File: config.mk
export PLATFORM = sky130hd
export DESIGN_NAME = fifo_rd_stream_flat
export DESIGN_NICKNAME = d
export VERILOG_FILES = /design/src/rtl/fifo_rd_stream_if.sv /design/src/rtl/fifo_rd_stream.sv /design/src/flat_wrapper.sv
export SDC_FILE = /design/constraint.sdc
export NUM_CORES = 1
export LEC_CHECK = 0
export CAP_MARGIN = 0
export CORE_ASPECT_RATIO = 1.4
export CORE_UTILIZATION = 35
export CTS_BUF_LIST = sky130_fd_sc_hd__clkbuf_8
export CTS_CLUSTER_SIZE = 30
export DETAILED_ROUTE_END_ITERATION = 16
export PLACE_DENSITY = 0.66
export SETUP_SLACK_MARGIN = 0.3
export SLEW_MARGIN = 0
export SYNTH_ARGS = -nofsm -noshare
export SYNTH_HDL_FRONTEND = slang
export SYNTH_SLANG_ARGS = --single-unit
File: constraint.sdc
create_clock -name clk -period 4.99 [get_ports clk]
set_input_delay 0.998 -clock clk [delete_from_list [all_inputs] [get_ports clk]]
set_output_delay 0.998 -clock clk [all_outputs]
set_load 0.1 [all_outputs]
File: src/rtl/fifo_rd_stream_if.sv
// Output stream of the FIFO read-side stage: valid/ready handshake with a data word.
interface fifo_rd_stream_if #(
    parameter int WIDTH = 32
);
    logic             m_valid;
    logic             m_ready;
    logic [WIDTH-1:0] m_data;

    modport master (output m_valid, output m_data, input m_ready);
    modport slave  (input m_valid, input m_data, output m_ready);
endinterface

File: src/rtl/fifo_rd_stream.sv
// FIFO read-side stage: pops the FIFO into a 2-entry skid buffer and streams it out,
// with optional burst draining. Build macro FIFO_RD_STATS_EN adds saturating counters.
module fifo_rd_stream #(
    parameter int WIDTH       = 32,
    parameter int HOLD_CYCLES = 8,
    parameter int CNT_W       = 32
) (
    input  logic                 clk,
    input  logic                 reset_n,
    input  logic                 empty,
    input  logic                 almost_empty,
    input  logic [WIDTH-1:0]     fifo_data,
    input  logic                 fifo_error,
    output logic                 pop,
    input  logic                 burst_mode,
    fifo_rd_stream_if.master     m_if,
    output logic                 err_sticky,
    input  logic                 err_clr,
    output logic [CNT_W-1:0]     words_out,
    output logic [CNT_W-1:0]     stall_cycles
);

    typedef enum logic [1:0] {STREAM, WAIT_FILL, BURST} state_t;

    localparam int HOLD_W = (HOLD_CYCLES > 1) ? $clog2(HOLD_CYCLES) : 1;
    localparam logic [HOLD_W-1:0] HOLD_LAST = HOLD_W'(HOLD_CYCLES - 1);

    state_t            state;
    logic [HOLD_W-1:0] hold_cnt;
    logic [1:0]        occ;
    logic [WIDTH-1:0]  head;
    logic [WIDTH-1:0]  tail;
    logic              transfer;

    assign m_if.m_valid = (occ != 2'd0);
    assign m_if.m_data  = head;
    assign transfer     = m_if.m_valid && m_if.m_ready;

    // Built only from registered state and FIFO flags; m_ready never reaches pop.
    assign pop = reset_n && !empty && (state != WAIT_FILL) && (occ != 2'd2);

    // NOTE: both skid entries are reset because m_data must read 0 straight out of reset.
    always_ff @(posedge clk or negedge reset_n) begin
        if (!reset_n) begin
            occ  <= 2'd0;
            head <= '0;
            tail <= '0;
        end else begin
            // NOTE: non-blocking, so the shift and the write below both see pre-edge occ/tail.
            if (transfer)
                head <= tail;
            if (pop) begin
                if (occ == 2'd0 || transfer)
                    head <= fifo_data;
                else
                    tail <= fifo_data;
            end
            occ <= occ + {1'b0, pop} - {1'b0, transfer};
        end
    end

    always_ff @(posedge clk or negedge reset_n) begin
        if (!reset_n) begin
            state    <= STREAM;
            hold_cnt <= '0;
        end else begin
            case (state)
                STREAM: begin
                    if (burst_mode && empty) begin
                        state    <= WAIT_FILL;
                        hold_cnt <= '0;
                    end
                end
                WAIT_FILL: begin
                    hold_cnt <= empty ? '0 : hold_cnt + 1'b1;
                    if (!burst_mode)
                        state <= STREAM;
                    else if (!empty && (!almost_empty || hold_cnt == HOLD_LAST))
                        state <= BURST;
                end
                BURST: begin
                    if (empty) begin
                        state    <= burst_mode ? WAIT_FILL : STREAM;
                        hold_cnt <= '0;
                    end
                end
                default: begin
                    state    <= STREAM;
                    hold_cnt <= '0;
                end
            endcase
        end
    end

    // A new error outranks a clear in the same cycle.
    always_ff @(posedge clk or negedge reset_n) begin
        if (!reset_n)
            err_sticky <= 1'b0;
        else if (fifo_error)
            err_sticky <= 1'b1;
        else if (err_clr)
            err_sticky <= 1'b0;
    end

`ifdef FIFO_RD_STATS_EN
    always_ff @(posedge clk or negedge reset_n) begin
        if (!reset_n) begin
            words_out    <= '0;
            stall_cycles <= '0;
        end else begin
            if (transfer && words_out != '1)
                words_out <= words_out + CNT_W'(1);
            if (m_if.m_valid && !m_if.m_ready && stall_cycles != '1)
                stall_cycles <= stall_cycles + CNT_W'(1);
        end
    end
`else
    assign words_out    = '0;
    assign stall_cycles = '0;
`endif

    a_no_pop_on_empty: assert property (@(posedge clk) disable iff (!reset_n)
        !(pop && empty));

    a_stall_stable: assert property (@(posedge clk) disable iff (!reset_n)
        (m_if.m_valid && !m_if.m_ready) |=> (m_if.m_valid && $stable(m_if.m_data)));

endmodule
File: src/flat_wrapper.sv
// flat-port wrapper written by rule: the top's interface ports become plain ports
module fifo_rd_stream_flat 
#(
    parameter int WIDTH       = 32,
    parameter int HOLD_CYCLES = 8,
    parameter int CNT_W       = 32
)
  (clk, reset_n, empty, almost_empty, fifo_data, fifo_error, pop, burst_mode, err_sticky, err_clr, words_out, stall_cycles, m_if_m_valid, m_if_m_data, m_if_m_ready);
  fifo_rd_stream_if #(.WIDTH(WIDTH)) m_if_i ();
  input  logic clk;
  input  logic reset_n;
  input  logic empty;
  input  logic almost_empty;
  input  logic [WIDTH-1:0] fifo_data;
  input  logic fifo_error;
  output logic pop;
  input  logic burst_mode;
  output logic err_sticky;
  input  logic err_clr;
  output logic [CNT_W-1:0] words_out;
  output logic [CNT_W-1:0] stall_cycles;
  output wire logic [$bits(m_if_i.m_valid)-1:0] m_if_m_valid;
  output wire logic [$bits(m_if_i.m_data)-1:0] m_if_m_data;
  input wire logic [$bits(m_if_i.m_ready)-1:0] m_if_m_ready;
  assign m_if_m_valid = m_if_i.m_valid;
  assign m_if_m_data = m_if_i.m_data;
  assign m_if_i.m_ready = m_if_m_ready;
  fifo_rd_stream #(.WIDTH(WIDTH), .HOLD_CYCLES(HOLD_CYCLES), .CNT_W(CNT_W)) u_core (.clk(clk), .reset_n(reset_n), .empty(empty), .almost_empty(almost_empty), .fifo_data(fifo_data), .fifo_error(fifo_error), .pop(pop), .burst_mode(burst_mode), .m_if(m_if_i), .err_sticky(err_sticky), .err_clr(err_clr), .words_out(words_out), .stall_cycles(stall_cycles));
endmodule
== After elaboration in Yosys (flattened, before gate mapping) ==
Index checks and enable logic that the tools add are counted.

* Register bits: 72
* Bits of input ports: 40
* Output and inout bits: 99
* Logic and storage cells: 50

* Add/subtract/negate cells: 3
* Equal/unequal tests: 8
* Multiplexer cells: 15
* Bitwise operators: 1
* Reduce and logical (&&, ||, !) cells: 17

{| class="wikitable"
|+ Operators with widths
! cell !! count
|-
| 32-bit two-way mux || 3
|-
| 3-bit two-way mux || 3
|-
| 3-bit case mux with 3 select lines || 1
|-
| 2-bit two-way mux || 4
|-
| 1-bit logical AND || 6
|-
| 2-bit case mux with 3 select lines || 1
|-
| 2-bit logical NOT || 2
|-
| 2-bit by 1-bit inequality test with 1-bit output (second input constant) || 2
|-
| 2-bit inequality test (second input constant) || 2
|-
| 2-bit AND reduction || 2
|-
| 2-bit nonzero test || 2
|-
| 3-bit by 1-bit adder with 3-bit output (second input constant) || 1
|-
| 3-bit == test (second input constant) || 1
|-
| 1-bit two-way mux || 3
|-
| 3-bit by 2-bit inequality test with 1-bit output (second input constant) || 1
|-
| 3-bit AND reduction || 1
|-
| 2-bit by 1-bit adder with 2-bit output || 1
|-
| 2-bit by 1-bit == test with 1-bit output (second input constant) || 1
|-
| 2-bit == test (second input constant) || 1
|-
| 1-bit logical NOT || 2
|-
| 1-bit logical OR || 2
|-
| 2-bit by 1-bit subtractor with 2-bit output || 1
|-
| 1-bit inverter || 1
|}

== Longest topological paths before layout ==
* Depth in word-level cells: 6
* Gate-level depth with buffers: 8
* Depth with buffers taken out: 7

== Least setup slack after synthesis ==
Ideal clock, no wire load.

* Path kind: input to output
* Start: input reset_n
* End: output pop
* Arrival time: 1.859 ns
* Data required time: 3.992 ns
* Slack: 2.133 ns
* Cell stages on the path: 3
* Buffers on the path: 0
* Cell sequence: nor2b_2 nand3_1 inv_1

* Longest elaborated chain between the ends: 3

{| class="wikitable"
|+ Ends and longest elaborated chain
! what !! RTL line !! text
|-
| start, declared || flat_wrapper.sv:11 || <nowiki>input logic reset_n;</nowiki>
|-
| 1-bit logical AND (3 in series) || fifo_rd_stream.sv:40 || <nowiki>assign pop = reset_n && !empty && (state != WAIT_FILL) && (occ != 2'd2);</nowiki>
|-
| end, declared || flat_wrapper.sv:16 || <nowiki>output logic pop;</nowiki>
|}

Every way passes these cells.

== Worst setup path in the final report ==
* Start: input empty
* End: output pop

* Longest elaborated chain between the ends: 4

{| class="wikitable"
|+ Ends and longest elaborated chain
! what !! RTL line !! text
|-
| start, declared || flat_wrapper.sv:12 || <nowiki>input logic empty;</nowiki>
|-
| 1-bit logical NOT || fifo_rd_stream.sv:40 ||
|-
| 1-bit logical AND (3 in series) || fifo_rd_stream.sv:40 ||
|}

Every way passes these cells.

==> impl_metrics.py <==
metrics = {
    "status": {
        "run_status": "complete, no violations",
    },
    "setup_path": {
        "critical_path_arrival_ps": 2250,
        "critical_setup_path_class": "in -> out",
        "critical_path_data_required_time_ps": 3990,
        "cp-start-kind": "input port",
        "path_depth_of_the_worst_reg2reg_path": 7,
        "worst-path-max-fanout": 5,
        "worst_r2r_startpoint": "u_core.occ[1]",
        "timing.critical_path.from": "empty",
        "critical_path.endpoint_type": "output port",
    },
    "floorplanning": {
        "core_area_um2": 10300,
        "ios": 139,
        "std_cell_rows": 44,
        "die_y_um": 124,
        "total_die_area_um2": 11000,
        "start_util_pct": 35.9,
        "floorplan.die.width_um": 89.0,
    },
    "route": {
        "wl_met1_mm": 2.59,
        "met2RoutedLength_mm": 3.07,
        "avgRoutedWirePerCell_um": 12.5,
        "drt-initial-drc-count": 44,
        "detailroute.via_count": 2125,
        "top_layer_used": "met4",
        "wirelength_mm": 6.19,
        "detailedRoute.firstPassIterationCount": 4,
        "route.antenna.remaining_nets": 0,
        "detailed_route_drc_error_count": 0,
        "wl_met3_um": 416,
        "vias_per_cell": 4.29,
    },
    "timing": {
        "post-route-min-period_ps": 3250,
        "number_of_pins_with_negative_max_slew_slack_in_the_final_report": 0,
        "maxSlewHeadroom_pct": 23.5,
        "worst_slack_ps": 1740,
        "holdWs_ps": 489,
        "tightestPinTransition_ps": 1140,
        "grt_setup_unrepaired": "no",
        "fin_skew_ps": 8.67,
        "finalHoldViolations": 0,
        "achievable-frequency_mhz": 308,
        "totalNegativeSetupSlack_ps": 0,
        "setup_viol_count_final": 0,
        "period_share_pct": 65.1,
    },
    "place": {
        "hpwl_mm": 4.10,
        "place.port_buffers": 74,
        "gp_congestion": 0.729,
        "pre_cts_ws_ps": 1740,
    },
    "worst_hold_path": {
        "holdPathStages": 1,
        "min_path_type": "reg -> reg",
        "timing.hold.worst.start": "u_core.tail[0]",
    },
    "finish": {
        "final.fill_count": 975,
        "area.growth.synth_to_final_pct": 21.7,
        "mostFrequentLayoutCells": "91 x mux2_2, 72 x clkdlybuf4s50_1, 72 x dfrtp_1",
        "layout-drive-gt1-share_pct": 32.5,
        "antenna_cells": 0,
        "finish.net_count": 396,
        "layout_commonest_cell": "mux2_2",
    },
    "global_routing": {
        "grt_pass1_wl_mm": 9.78,
        "grt_max_degree": 73,
        "grt_use_total_pct": 12.1,
        "grt_remaining_overflow": 0,
        "initial_antenna_violation_count": 0,
        "first_global_vias": 2048,
    },
    "cts": {
        "clock-sinks": 72,
        "cts_setup_buffers": 0,
        "htreeDepth": 3,
        "cts_inserted_buffers": 9,
        "tritoncts": "done",
        "cts.reportedPaths.clkPinSlew_ps": 70,
        "cts_buffer_depth": 2,
        "post_cts_resized": 0,
        "post_cts_hold_buffer_count": 0,
        "worst_skew_pair.late_latency_ps": 340,
        "cts_root_buffer": "clkbuf_8",
    },
    "yosys": {
        "yosys-mux-area-fraction_pct": 29.4,
        "postSynthCellCount": 276,
        "synth-seq-area-share_pct": 48.5,
        "ys_ff_latch": 72,
        "synth-compound-area-share_pct": 2.26,
        "yosysTopAreaCell": "dfrtp_1",
        "synth_adder_area_share_pct": 1.35,
        "area_fraction_in_and_or_nand_and_nor_cells_after_synthesis_pct": 1.65,
        "synth.top_cell.area_share_pct": 48.5,
        "synth_top_family_by_area": "multiplexers",
        "yosys_warnings": 0,
        "syn_area_per_cell_um2": 13.5,
        "synth_xor_xnor_area_share_pct": 0.472,
        "synthTopCellsByArea": "dfrtp_1 49%, mux2_2 28%, buf_4 14%, buf_6 1.8%, mux2_1 1.8%",
        "post_synthesis_instance_area_um2": 3710,
        "unique_cell_type_count_in_the_yosys_netlist": 25,
    },
    "run": {
        "maxCapViolCount": 0,
    },
}
## metal layers
layer  track usage (%)  vias up
met3              3.78       10
met1              14.2     1059
met2              20.1       91
li1                  -      965
met5                 0        -
met4              5.65        0
## cells in the mapped netlist
master and number:
mux2_2 91, dfrtp_1 72, buf_4 67, inv_1 7, buf_6 6, mux2_1 6, ha_1 4, nor2_1 3
a22o_1 2, nand2b_1 2, xnor2_1 2, a211o_1 1, a211oi_1 1, a21o_1 1, a21oi_1 1, a31oi_1 1
and4b_1 1, buf_2 1, conb_1 1, nand2b_4 1, nand3_1 1, nor2b_2 1, o2111ai_2 1, o21a_1 1
o21ai_2 1
## sequential cells by signal (all words and copies together), names as in the netlist
signal,count
u_core.tail,32
u_core.err_sticky,1
u_core.m_if.m_data,32
u_core.state,2
u_core.hold_cnt,3
u_core.occ,2
## stage by stage
stage	cells	instance area (um^2)	utilization [%]
floorplan	339	3950	-
global placement	479	4320	41.7
detailed placement	479	4320	41.7
CTS	495	4520	43.7
global route	495	4520	43.7
finish	495	4520	43.7
## area by class of cell
type,count,area (um^2),share of cell area (%)
sequential,72,1800,39.9
multi-input combinational,186,1570,34.6
timing repair buffer,76,751,16.6
clock buffer,14,193,4.26
tap,138,173,3.82
inverter,7,26.3,0.581
clock inverter,2,10.0,0.221
## critical path: stages
cell	delay, ps
clkdlybuf4s50_1	520
nor2b_2	240
nand3_1	130
inv_1	80
buf_4	280
## final timing paths
check                                               to  slack [ps]
worst min register to register          u_core.tail[0]         490
min in group asynchronous        u_core.m_if.m_data[6]         910
max in group asynchronous       u_core.m_if.m_data[22]        3500
worst max-delay path                               pop        1740
worst min-delay path                    u_core.tail[0]         490
worst max register to register           u_core.occ[1]        2610
## cell families (layout without fill, tap and decap cells)
family | count (synthesis) | in the layout
adders and majority gates | 4 | 4
and+or+nand+nor | 9 | 9
other | 1 | 64
DFF | 72 | 72
muxes | 97 | 97
buffers and inverters | 81 | 99
AOI/OAI and AO/OA | 10 | 10
xor gates and xnor gates | 2 | 2
Power is left out: the tool's default activity adds up to more than one toggle a clock period on the data nets, which glitch-free logic cannot reach.
